--- config.mk ---
export PLATFORM = sky130hd
export DESIGN_NAME = fp_wb_arbiter
export DESIGN_NICKNAME = d
export VERILOG_FILES = /design/src/rtl/fp_wb_pkg.sv /design/src/rtl/fp_scoreboard.sv /design/src/rtl/fp_wb_arbiter.sv
export SDC_FILE = /design/constraint.sdc
export NUM_CORES = 1
export LEC_CHECK = 0
export CAP_MARGIN = 30
export CORE_MARGIN = 1
export CORE_UTILIZATION = 47
export DETAILED_ROUTE_END_ITERATION = 7
export MAX_ROUTING_LAYER = met4
export PLACE_DENSITY = 0.85
export SETUP_SLACK_MARGIN = 0.15
export SYNTH_ARGS = -nofsm -noshare
export SYNTH_HDL_FRONTEND = slang
export SYNTH_HIERARCHICAL = 1
export SYNTH_SLANG_ARGS = --single-unit
--- constraint.sdc ---
create_clock -name clk_i -period 4.6 [get_ports clk_i]
set_input_delay 0.92 -clock clk_i [delete_from_list [all_inputs] [get_ports clk_i]]
set_output_delay 0.92 -clock clk_i [all_outputs]
set_load 0.03 [all_outputs]
--- src/rtl/fp_wb_pkg.sv ---
// Shared types and constants for the FP register-file write-back arbiter.
//   src_e      : write-back producer identifier (load, FPU, int-to-FP move)
//   FP_DATA_W  : register-file data width
//   FP_NREG    : number of FP registers
//   wb_req_t   : packed write request {valid, frd, data}
//   next_src() : round-robin successor of a producer
package fp_wb_pkg;

  localparam int FP_DATA_W = 32;
  localparam int FP_NREG   = 32;
  localparam int FP_REG_W  = $clog2(FP_NREG);
  localparam int NUM_SRC   = 3;

  typedef enum logic [1:0] {
    SRC_LD  = 2'd0,
    SRC_FPU = 2'd1,
    SRC_MV  = 2'd2
  } src_e;

  typedef struct packed {
    logic                 valid;
    logic [FP_REG_W-1:0]  frd;
    logic [FP_DATA_W-1:0] data;
  } wb_req_t;

  function automatic src_e next_src(input src_e s);
    case (s)
      SRC_LD:  return SRC_FPU;
      SRC_FPU: return SRC_MV;
      default: return SRC_LD;
    endcase
  endfunction

endpackage

--- src/rtl/fp_scoreboard.sv ---
// In-flight destination tracker for the FP register file.
//   clk_i, rst_ni        : clock, synchronous active-low reset
//   issue_valid_i/frd_i  : decode issue; issue_ready_o low when frd is busy
//   clr_valid_i/frd_i    : write grant this cycle, clears its busy bit
//   wr_pending_i/frd_i   : write currently presented to the register file
//   chk_idx_i, chk_use_i : decode indices {frd, frs3, frs2, frs1} + enables
//   stall_o              : hazard on any enabled index
//   busy_o               : busy vector
module fp_scoreboard
  import fp_wb_pkg::*;
(
  input  logic                      clk_i,
  input  logic                      rst_ni,
  input  logic                      issue_valid_i,
  input  logic [FP_REG_W-1:0]       issue_frd_i,
  output logic                      issue_ready_o,
  input  logic                      clr_valid_i,
  input  logic [FP_REG_W-1:0]       clr_frd_i,
  input  logic                      wr_pending_i,
  input  logic [FP_REG_W-1:0]       wr_frd_i,
  input  logic [3:0][FP_REG_W-1:0]  chk_idx_i,
  input  logic [3:0]                chk_use_i,
  output logic                      stall_o,
  output logic [FP_NREG-1:0]        busy_o
);

  logic [FP_NREG-1:0] busy_q, busy_d;
  logic [3:0]         hit;

  // Refuse issue while in reset so no ready is ever high during reset.
  assign issue_ready_o = rst_ni & ~busy_q[issue_frd_i];

  // Set and clear never hit the same index: issue to a busy index is refused.
  always_comb begin
    busy_d = busy_q;
    if (clr_valid_i) busy_d[clr_frd_i] = 1'b0;
    if (issue_valid_i && issue_ready_o) busy_d[issue_frd_i] = 1'b1;
  end

  always_ff @(posedge clk_i) begin
    if (!rst_ni) busy_q <= '0;
    else         busy_q <= busy_d;
  end

  // The busy bit clears at the grant edge, but the data only reaches the
  // register file one cycle later, so the pending write also counts as a hazard.
  for (genvar gi = 0; gi < 4; gi++) begin : g_chk
    assign hit[gi] = chk_use_i[gi] &
                     (busy_q[chk_idx_i[gi]] | (wr_pending_i & (wr_frd_i == chk_idx_i[gi])));
  end

  assign stall_o = |hit;
  assign busy_o  = busy_q;

endmodule

--- src/rtl/fp_wb_arbiter.sv ---
// Single-write-port arbiter for the FP register file plus hazard scoreboard.
//   Producers  : ld_*, fpu_*, mv_* (valid/frd/data in, ready out)
//   Write port : fregwrite_o, frd_o, wdata_o (registered, one cycle after grant)
//   Decode     : issue_valid_i/issue_frd_i/issue_ready_o, chk_* -> stall_o
//   Status     : busy_o scoreboard vector, wb_err_o sticky write-to-idle flag
// Build option FP_WB_ROUND_ROBIN_EN: round-robin over ld/fpu/mv instead of
// fixed priority ld > fpu > mv with starvation promotion of mv.
module fp_wb_arbiter
  import fp_wb_pkg::*;
#(
  parameter int DATA_W       = FP_DATA_W,
  parameter int STARVE_LIMIT = 4
) (
  input  logic              clk_i,
  input  logic              rst_ni,
  input  logic              issue_valid_i,
  input  logic [4:0]        issue_frd_i,
  output logic              issue_ready_o,
  input  logic [4:0]        chk_frs1_i,
  input  logic [4:0]        chk_frs2_i,
  input  logic [4:0]        chk_frs3_i,
  input  logic [4:0]        chk_frd_i,
  input  logic [3:0]        chk_use_i,
  output logic              stall_o,
  input  logic              ld_valid_i,
  input  logic [4:0]        ld_frd_i,
  input  logic [DATA_W-1:0] ld_data_i,
  output logic              ld_ready_o,
  input  logic              fpu_valid_i,
  input  logic [4:0]        fpu_frd_i,
  input  logic [DATA_W-1:0] fpu_data_i,
  output logic              fpu_ready_o,
  input  logic              mv_valid_i,
  input  logic [4:0]        mv_frd_i,
  input  logic [DATA_W-1:0] mv_data_i,
  output logic              mv_ready_o,
  output logic              fregwrite_o,
  output logic [4:0]        frd_o,
  output logic [DATA_W-1:0] wdata_o,
  output logic [31:0]       busy_o,
  output logic              wb_err_o
);

  logic [NUM_SRC-1:0] req_valid, gnt, gnt_eff;
  logic [4:0]         req_frd  [NUM_SRC];
  logic [DATA_W-1:0]  req_data [NUM_SRC];
  logic               any_gnt;
  logic [4:0]         sel_frd;
  logic [DATA_W-1:0]  sel_data;

  assign req_valid = {mv_valid_i, fpu_valid_i, ld_valid_i};
  assign req_frd[SRC_LD]   = ld_frd_i;
  assign req_frd[SRC_FPU]  = fpu_frd_i;
  assign req_frd[SRC_MV]   = mv_frd_i;
  assign req_data[SRC_LD]  = ld_data_i;
  assign req_data[SRC_FPU] = fpu_data_i;
  assign req_data[SRC_MV]  = mv_data_i;

`ifdef FP_WB_ROUND_ROBIN_EN
  src_e rr_ptr_q, rr_ptr_d;
  int   rr_idx;
  logic rr_found;

  // Scan from the pointer; the first valid requester wins and the pointer
  // moves to the one after it.
  always_comb begin
    gnt      = '0;
    rr_ptr_d = rr_ptr_q;
    rr_found = 1'b0;
    rr_idx   = 0;
    for (int k = 0; k < NUM_SRC; k++) begin
      rr_idx = int'(rr_ptr_q) + k;
      if (rr_idx >= NUM_SRC) rr_idx = rr_idx - NUM_SRC;
      if (!rr_found && req_valid[rr_idx]) begin
        gnt[rr_idx] = 1'b1;
        rr_found    = 1'b1;
        rr_ptr_d    = next_src(src_e'(rr_idx[1:0]));
      end
    end
  end

  always_ff @(posedge clk_i) begin
    if (!rst_ni) rr_ptr_q <= SRC_LD;
    else         rr_ptr_q <= rr_ptr_d;
  end
`else
  logic [2:0] starve_q, starve_d;
  logic       promote;

  assign promote = (32'(starve_q) >= STARVE_LIMIT);

  always_comb begin
    gnt = '0;
    if (mv_valid_i && (promote || !(ld_valid_i || fpu_valid_i))) gnt[SRC_MV]  = 1'b1;
    else if (ld_valid_i)                                         gnt[SRC_LD]  = 1'b1;
    else if (fpu_valid_i)                                        gnt[SRC_FPU] = 1'b1;
  end

  // Saturating count of consecutive cycles mv waited while requesting.
  always_comb begin
    starve_d = 3'd0;
    if (mv_valid_i && !gnt[SRC_MV])
      starve_d = (starve_q == 3'd7) ? 3'd7 : starve_q + 3'd1;
  end

  always_ff @(posedge clk_i) begin
    if (!rst_ni) starve_q <= 3'd0;
    else         starve_q <= starve_d;
  end
`endif

  assign gnt_eff     = gnt & {NUM_SRC{rst_ni}};
  assign any_gnt     = |gnt_eff;
  assign ld_ready_o  = gnt_eff[SRC_LD];
  assign fpu_ready_o = gnt_eff[SRC_FPU];
  assign mv_ready_o  = gnt_eff[SRC_MV];

  always_comb begin
    sel_frd  = '0;
    sel_data = '0;
    for (int k = 0; k < NUM_SRC; k++) begin
      if (gnt_eff[k]) begin
        sel_frd  = req_frd[k];
        sel_data = req_data[k];
      end
    end
  end

  logic              fregwrite_q, fregwrite_d;
  logic [4:0]        frd_q, frd_d;
  logic [DATA_W-1:0] wdata_q, wdata_d;
  logic              wb_err_q, wb_err_d;

  always_comb begin
    fregwrite_d = any_gnt;
    frd_d       = any_gnt ? sel_frd : frd_q;
    wdata_d     = any_gnt ? sel_data : wdata_q;
    // Writing a register nobody is waiting on means a producer lost track.
    wb_err_d    = wb_err_q | (any_gnt & ~busy_o[sel_frd]);
  end

  always_ff @(posedge clk_i) begin
    if (!rst_ni) begin
      fregwrite_q <= 1'b0;
      frd_q       <= '0;
      wdata_q     <= '0;
      wb_err_q    <= 1'b0;
    end else begin
      fregwrite_q <= fregwrite_d;
      frd_q       <= frd_d;
      wdata_q     <= wdata_d;
      wb_err_q    <= wb_err_d;
    end
  end

  assign fregwrite_o = fregwrite_q;
  assign frd_o       = frd_q;
  assign wdata_o     = wdata_q;
  assign wb_err_o    = wb_err_q;

  fp_scoreboard u_sb (
    .clk_i         (clk_i),
    .rst_ni        (rst_ni),
    .issue_valid_i (issue_valid_i),
    .issue_frd_i   (issue_frd_i),
    .issue_ready_o (issue_ready_o),
    .clr_valid_i   (any_gnt),
    .clr_frd_i     (sel_frd),
    .wr_pending_i  (fregwrite_q),
    .wr_frd_i      (frd_q),
    .chk_idx_i     ({chk_frd_i, chk_frs3_i, chk_frs2_i, chk_frs1_i}),
    .chk_use_i     (chk_use_i),
    .stall_o       (stall_o),
    .busy_o        (busy_o)
  );

endmodule

# Yosys cells after proc, flatten, opt, wreduce, memory -nomap -nowiden
# Index checks and enable logic that the tools add are counted.
# word_totals
register_bits	74
input_bits	146
out_inout_bits	76
word_cells	84
# op_classes
addsub	1
n_lt_le_gt_ge	9
eq_ne	5
muxes	30
n_bitwise	21
reduce_logical	12
# op_table
cell	n
32-bit two-way mux	5
5-bit by 6-bit < comparator with 1-bit output (second input constant)	6
32-bit AND	1
32-bit NOT	1
32-bit OR	1
1-bit binary-select mux with 5-bit select	6
5-bit == test	4
5-bit two-way mux	3
1-bit two-way mux	12
1-bit AND	10
1-bit demux with 5-bit select	2
5-bit by 1-bit greater-or-equal comparator with 1-bit output (second input constant)	2
1-bit logical AND	5
1-bit OR	5
4-bit OR reduction	1
3-bit by 1-bit adder with 3-bit output (second input constant)	1
3-bit AND	1
3-bit == test (second input constant)	1
3-bit greater-or-equal comparator (second input constant)	1
3-bit two-way mux	1
3-bit OR reduction	1
1-bit logical NOT	2
1-bit logical OR	2
2-bit two-way mux	1
2 further kinds	3

# Depth between registers and ports, before layout
# Gate-level depths: netlist (run 1).
# logic_depth
depth_word	18
mapped_depth	10
ltp_nobuf	9

# Hierarchy
# The synthesis (run 1) kept the hierarchy.
# modules_own_cells
module	n_inst	cells_per_inst	area_per_inst_um2	seq_area_each_um2
fp_scoreboard	1	311	3066.7	640.6
fp_wb_arbiter	1	293	2323.5	840.8

# Worst setup path after synthesis (run 1)
# Ideal clock, no wire load.
# synth_path
kind	input to output
from	input chk_frs2_i[0]
to	output stall_o
arrival_ns	2.448
required_time_ns	3.680
slack_ns	1.232
cell_stages	7
path_buffers	1
cell_sequence	buf_6 > mux4_1 > mux2i_1 > nor2_1 > nor4_2 > a31oi_1 > a2111o_1
# synth_via
elab_chain_len	5
word_cells_on_any_way	7
cone_classes	eq/ne (1); mux (2); bitwise (3); reduce/logical (1)
# synth_rtl
item	line_no	text
start, declared	fp_wb_arbiter.sv:20	input logic [4:0] chk_frs2_i,
1-bit binary-select mux with 5-bit select / 5-bit == test (equally long branches)	fp_scoreboard.sv:49	(busy_q[chk_idx_i[gi]] | (wr_pending_i & (wr_frd_i == chk_idx_i[gi])));
1-bit two-way mux (implied by the code) / 1-bit AND (equally long branches)	fp_scoreboard.sv:49	
1-bit OR *	fp_scoreboard.sv:49	
1-bit AND *	fp_scoreboard.sv:48	assign hit[gi] = chk_use_i[gi] &
4-bit OR reduction *	fp_scoreboard.sv:52	assign stall_o = |hit;
end, declared	fp_wb_arbiter.sv:24	output logic stall_o,
# Mark *: on every way between the ends. The rest lies on a longest branch, timed or not. The select of a mux whose other input is x is not followed.

# Worst setup path after layout (run 1)
# layout_path
from	input chk_frs1_i[0]
to	output stall_o
# layout_via
elab_chain_len	5
word_cells_on_any_way	7
cone_classes	eq/ne (1); mux (2); bitwise (3); reduce/logical (1)
# layout_rtl
item	line_no	text
start, declared	fp_wb_arbiter.sv:19	input logic [4:0] chk_frs1_i,
1-bit binary-select mux with 5-bit select / 5-bit == test (equally long branches)	fp_scoreboard.sv:49	
1-bit two-way mux (implied by the code) / 1-bit AND (equally long branches)	fp_scoreboard.sv:49	
1-bit OR *	fp_scoreboard.sv:49	
1-bit AND *	fp_scoreboard.sv:48	
4-bit OR reduction *	fp_scoreboard.sv:52	
# Marked as above.

==> metrics list, run 1 <==
- Measured along the y axis, the die boundary spans approximately 110 um.
- Yosys mapped a number of flops with a built-in enable equal to 0.
- Largest net degree at the start of global routing: between 40 and 50
- The floorplan step set the die width to 109 um.
- The first global-routing pass estimated ~32 mm of wire.
- At the worst endpoint, the required time is 3.68 ns.
- MaxCap Viol Count: 0
- The via count of the first global-routing pass was between 6k and 7k.
* Die area: approximately 12000 sq um
* H-tree levels: 3
- The final hold violation count is 0.
* Buffers from clock root to sink, at most: 2
- The number of nets in the synthesized netlist is between 700 and 800.
* Skew-Pair Late Insertion Delay: 0.33 ns
* Total Negative Setup Slacks: 0 ns
* GRT Overall Usage: between 30% and 40%
- The critical path starts at chk_frs1_i[0].
* Final setup violation count: 0
- The congestion estimate from routability-driven global placement came to between 0.9 and 1.
* # IOs: 222
* Half-perimeter wire length after detailed placement: approximately 15 mm
* Share of layout cells above drive strength 1: between 10% and 20%
- TritonCTS Sinks: 74
- Routed wire per std cell: roughly 22 um
- Hold Crit Start: wdata_o[12]$_SDFFE_PN0P_
- Number of clock buffers inserted by TritonCTS: 9
- First-pass detailed-route iteration total: 6
- Power spread over the standard cell area amounts to between 200 and 250 nW/um^2.
* Leakage dissipation: 2.86 nW
- The tightest hold path in the finished design has a slack of roughly 0.45 ns.
* CTS clk-pin slew, worst paths: about 0.06 ns
* Library cells used by synthesis: 61
* Mean instance size in the synthesized netlist: 8.92 sq um
- For this run, the share of the core covered by cells in the final layout is 73.1%.
- Post-Syn Area: approximately 5400 sq um
* R2R depth: 9
- Yosys printed 6 warnings.
- The number of antenna violations at the first check in global routing is 1.
- Clock skew on the completed layout was measured at roughly 0.007 ns.
- Crit start category: input port
- Summing over every cut layer, the via total after detailed routing is 6220.
- In the routed layout, each cell is associated on average with a via count of 6.53.
- Once the floorplan was initialized, standard cells occupied around 50% of the core.
- Hold Path Depth: 2
- Slew @ Worst Pin: between 0.9 and 1 ns
- Number of filler instances in the final layout: a little over 800
- Final worst path period share: between 90% and 100%
- The count of buffers added on input and output ports is between 200 and 250.
- The worst hold path belongs to the class reg2reg.
* R2r startpoint: starve_q[2]$_SDFF_PN0_
* Residual DRC: 0
- Once layout is complete, the cells apart from fillers number 953.
- Most frequent standard cell in the layout excluding fill and tap cells: clkdlybuf4s50_1
- Commonest non-fill, non-tap cells in the layout: clkdlybuf4s50_1, nand2_1, o21ai_0, dfxtp_1, a221oi_1
- Among all flip-flop cells after synthesis, the most frequent one is dfxtp_1.
- Of all nets on the critical path, the largest fanout is 7.
* Post-route total power: 1.90 mW
- Site row count: 38
* Worst rel slew slack: between 30% and 40%
- Synthesis produced slightly above 600 cells.
- Setup repair after global routing left no endpoint under its margin.
- Final critical delay including setup and external delays: about 4.4 ns
* Final wirelength: around 21 mm
* Root Driver: clkbuf_16
* Iteration-0 DRC Markers: roughly 700
- TritonCTS built the clock tree.
- Static timing analysis puts the maximum clock frequency at approximately 230 MHz.
- From synthesis to final layout, the design area changed by 49.0%.
* Number of nets in the finished design: around 960
- Setup Crit Path Kind: in2out
- Remaining global-route overflow: 0
- After synthesis the netlist holds a flip-flop and latch count of 74.
* Sequential element share of the synthesized area: between 20% and 30%
- The floorplan step defined a core boundary enclosing 11000 sq um.
- Worst endpoint data arrival time: approximately 3.5 ns
- Final max-slew violation count: 0
- For this run, asynchronously set or reset flops after synthesis account for 0%.
- Worst supply voltage drop on vdd: about 0.17 mV
- The worst setup path is captured at an output pin.
- In this run the remaining antenna-violating nets after routing total 0.
- Number of placed cells counting well taps: roughly 940
- Status: finished clean
power by group:
part / switching, mW / total (mW) / internal (mW)
Sequential: 0.0270 / 0.691 / 0.664
Clock: 0.272 / 0.746 / 0.474
Combinational: 0.227 / 0.466 / 0.239
Total: 0.525 / 1.90 / 1.38
stage by stage:
step / setup slack [ns] / cell area (sq um)
final: 0.195 / 8030
after global routing: 0.155 / 8030
after CTS: 0.258 / 8030
after detailed placement: 0.0109 / 7710
after global placement: 0.0431 / 7680
after floorplan: 1.23 / 5390
per-layer routing:
| layer | vias to the layer above | share of wire, % | global-route usage [%] | routed length (um) |
|---|---|---|---|---|
| met2 | 433 | 46 | 58.9 | 9880 |
| met3 | 95 | 11 | 9.56 | 2230 |
| met1 | 2925 | 38 | 42.8 | 8000 |
| met4 | 0 | 5.4 | 20.1 | 1140 |
| met5 | - | 0 | - | 0 |
| li1 | 2767 | - | - | - |
cell usage after synthesis (6+ instances only):
| master | n | share of area, % |
|---|---|---|
| inv_1 | 16 | 1.1 |
| mux2_2 | 7 | 1.5 |
| nor2_1 | 17 | 1.2 |
| a32o_1 | 24 | 4.5 |
| nor4_1 | 6 | 0.70 |
| a221oi_1 | 31 | 5.0 |
| o21ai_0 | 77 | 7.1 |
| nor3_1 | 15 | 1.4 |
| nand2_1 | 80 | 5.6 |
| clkbuf_1 | 24 | 1.7 |
| xnor2_1 | 6 | 0.97 |
| o211ai_1 | 9 | 1.3 |
| o2111ai_1 | 9 | 1.5 |
| nor3b_1 | 7 | 0.97 |
| mux4_2 | 29 | 12 |
| nand2b_1 | 7 | 0.81 |
| xor2_1 | 14 | 2.3 |
| and3_1 | 6 | 0.70 |
| buf_2 | 10 | 0.93 |
| nand3b_1 | 9 | 1.3 |
| a31oi_1 | 8 | 0.93 |
| nand3_1 | 17 | 1.6 |
| dfxtp_1 | 74 | 27 |
| mux2i_1 | 23 | 4.3 |
critical path: stages:
cell and delay, ns:
clkdlybuf4s50_1 0.71, mux4_2 0.56, and3b_1 0.20, nor4_1 0.34
a31oi_1 0.10, a2111o_1 0.29, dlygate4sd2_1 0.36
path summary, 6_finish.rpt:
path	slack (ns)	to
setup / recovery	0.20	stall_o
setup reg to reg	1.72	u_sb/busy_o[8]$_SDFF_PN0_
hold / removal	0.45	wdata_o[12]$_SDFFE_PN0P_
hold reg to reg	0.45	wdata_o[12]$_SDFFE_PN0P_
state kept, by name, summed over array words and instances, names as in the netlist:
| register | flops |
|---|---|
| fregwrite_o | 1 |
| wdata_o | 32 |
| wb_err_o | 1 |
| starve_q | 3 |
| frd_o | 5 |
| u_sb/busy_o | 32 |
cell families (layout without fill, tap and decap cells):
family | count (synthesis) | count (layout) | synth area share [%]
AND/OR/NAND/NOR | 193 | 193 | 18.2
AO/OA/AOI/OAI | 188 | 188 | 24.9
flip-flops | 74 | 74 | 27.5
multiplexers | 64 | 64 | 20.3
buffers and inverters | 63 | 271 | 5.43
XOR/XNOR | 20 | 20 | 3.25
adder cells (fa/ha/maj) | 2 | 2 | 0.464
other | 0 | 1 | 0
layout make-up:
class	count	area (sq um)	share of cell area [%]
clock buffers	9	225	2.81
repair buffers	238	2360	29.4
multi-input cells	467	3620	45.1
inverters	18	67.6	0.842
diodes	1	2.50	0.0312
flip-flops and latches	74	1480	18.5
clock inverters	6	91.3	1.14
well taps	140	175	2.18
what timing repair did:
item / in CTS / in global routing
hold buffers: 0 / 0
hold endpoints to repair: 0 / 0
resized for setup: 1 / 0
setup endpoints to repair: 1 / 0
buffers inserted: 0 / 0
No activity file was read; power rests on OpenSTA's default activity.
==> inputs of run 2 (changes only) <==
Settings changed: CTS_BUF_LIST from default to sky130_fd_sc_hd__clkbuf_8.
==> run 2 against run 1 <==
Non-clock buffer count did not move. Utilization fell by 0.95 points. Clock skew rose by 0.0064 ns. Final area fell by 1.3%. Cell count fell by 0.10%. Largest cell class unchanged. Highest routed layer unchanged.
==> metrics list, run 2 (synthesis results as in run 1) <==
- Status: finished clean
- Half-perimeter wire length after detailed placement: 15.4 mm
- Antenna-violating nets left: 0
- Die boundary width: between 100 and 150 um
- The number of max-slew violations in the final report came to 0.
* Combinational share of power: about 27%
- Crit start category: input port
- Of the available clock period, the critical path in the final layout requires a little over nine tenths.
- CTS saw 74 sinks.
* Total of cells resized after clock tree synthesis: 1
* Largest fanout on the critical path: 6
* Count of hold-fix buffers inserted at cts: 0
* Area used by multi-input combinational logic: approximately 3600 sq um
* Core Box Area: between 10000 and 15000 sq um
- Commonest non-fill, non-tap cells in the layout: clkdlybuf4s50_1, nand2_1, o21ai_0, dfxtp_1, a221oi_1
- Final wirelength: approximately 21 mm
* Total Negative Setup Slacks: 0 ns
- Worst supply voltage drop on vdd: between 0.15 and 0.2 mV
- At the end of routability-driven placement, the weighted congestion stood at 0.986.
- Number of clock buffers inserted by TritonCTS: 9
- Compared with the post-synthesis result, the final layout area differs by 47.0%.
* Worst rel slew slack: 35.9%
- TritonCTS built the clock tree.
* RSZ-0062 raised after global routing: no
* # IOs: roughly 220
* Final critical delay including setup and external delays: around 4.4 ns
* Post-route total power: ~1.7 mW
- Buffers from clock root to sink, at most: 2
- Slack of the critical path: approximately 0.24 ns
* Category of the worst setup path capture point: output pin
- The signal on the critical path passes through clkdlybuf4s50_1 > mux4_2 > and3b_1 > nor4_1 > a31oi_1 > a2111o_1 > dlygate4sd2_1.
- GRT Overall Usage: 37.2%
* Cell area power density: 216 nW/um^2
- Clock tree synthesis selected as its root buffer the cell clkbuf_8.
- Port bufs: roughly 220
- Site row count: 38
- At the end of the flow, the number of nets in the layout was 956.
* H-tree levels: 3
* Vias in the first global route: ~6.2k
- Switching power total: about 0.5 mW
- Residual DRC: 0
- Diodes inserted: 0
- Most frequent standard cell in the layout excluding fill and tap cells: clkdlybuf4s50_1
* Iteration-0 DRC Markers: 664
- The internal power of the cells totals about 1.2 mW.
- Highest clock frequency the design can meet: 229 MHz
* Number of vias per cell after detailed routing: roughly 6.6
- Placed cell area: roughly 7700 sq um
- The first global-routing pass estimated 32.5 mm of wire.
- Final Hold Viols: 0
- On the critical path the largest part of the delay comes from buffers and inverters.
- By startpoint and endpoint, the worst setup path is classified as in2out.
* Area of all placed cells without fillers: ~7900 sq um
- The tool flagged a number of max-cap violations equal to 0.
- Worst endpoint data arrival time: about 3.4 ns
- Worst setup timing slack at the placement stage: 0.0109 ns
- Crit path largest cell delay: 0.67 ns
* Final setup violation count: 0
- Number of placed cells counting well taps: 937
- Post-CTS timing repair inserted 0 buffers for setup.
- Die area: ~12000 sq um
- In this run the static leakage power is about 2.8 nW.
- The path class of the tightest hold or removal check is reg2reg.
- Once the floorplan was initialized, standard cells occupied between 40% and 50% of the core.
- Of the cells placed in the final design, the portion with a size suffix greater than 1 is between 10% and 20%.
* Flip-flop and latch area: between 1000 and 1500 sq um
- Once layout is complete, the cells apart from fillers number about 950.
* Sequential Power Share: 40.4%
* Vias after detailed routing: around 6.3k
- Of the total power, the share spent switching nets is between 20% and 30%.
- For the worst setup path, the data required time is about 3.7 ns.
* Slew @ Worst Pin: 0.959 ns
- Entering global routing, the biggest net connects 45 pins.
* CTS clk-pin slew, worst paths: 0.09 ns
- Skew-Pair Late Insertion Delay: ~0.36 ns
* Number of antenna violations at the first check in global routing: 0
- Fill cells in the final layout number between 800 and 900.
- First-pass detailed-route iteration total: 6
- Clock network fraction of total power: ~32%
- Cell type of the slowest stage on the worst timing path: clkdlybuf4s50_1
- Hold timing on the final database bottoms out at a slack of about 0.46 ns.
* Number of buffers and inverters on the critical path: 2
- Routed wire per std cell: 22.2 um
- The total overflow left after global routing is 0.
- At the end of the flow the core is filled with cells to between 70% and 80%.
- The clock arrives with between 0.01 and 0.015 ns of skew.
* Die H: 109 um
run 2: layer usage:
metal	GRT usage (%)	wire length (um)	up-vias
met5	-	0	-
met1	43.4	7960	2933
met3	9.56	2140	96
li1	-	-	2767
met2	58.7	9840	458
met4	19.9	1160	0
run 2: cell type report:
class | instances | area share, %
inverters | 18 | 0.853
multi-input cells | 467 | 45.7
clock inverters | 6 | 1.15
clock buffers | 9 | 1.56
well taps | 140 | 2.21
repair buffers | 238 | 29.8
flip-flops and latches | 74 | 18.7
run 2: power groups by stage:
stage | sequential, mW | clock (mW) | combinational, mW
floorplan | 0.740 | 0 | 0.187
global placement | 0.703 | 0 | 0.449
detailed placement | 0.704 | 0 | 0.459
CTS | 0.689 | 0.559 | 0.460
global route | 0.693 | 0.593 | 0.493
finish | 0.690 | 0.554 | 0.465
run 2: worst min-delay path, stage by stage (launching register included):
cell and delay (ns):
dfxtp_1 0.33, nand2_1 0.04, o21ai_0 0.05
run 2: path summary, 6_finish.rpt:
kind	start	end	slack, ns	cells past startpoint
hold reg to reg	wdata_o[12]$_SDFFE_PN0P_	wdata_o[12]$_SDFFE_PN0P_	0.46	2
hold / removal	wdata_o[12]$_SDFFE_PN0P_	wdata_o[12]$_SDFFE_PN0P_	0.46	2
setup reg to reg	starve_q[2]$_SDFF_PN0_	u_sb/busy_o[8]$_SDFF_PN0_	1.67	9
setup / recovery	chk_frd_i[0]	stall_o	0.24	7
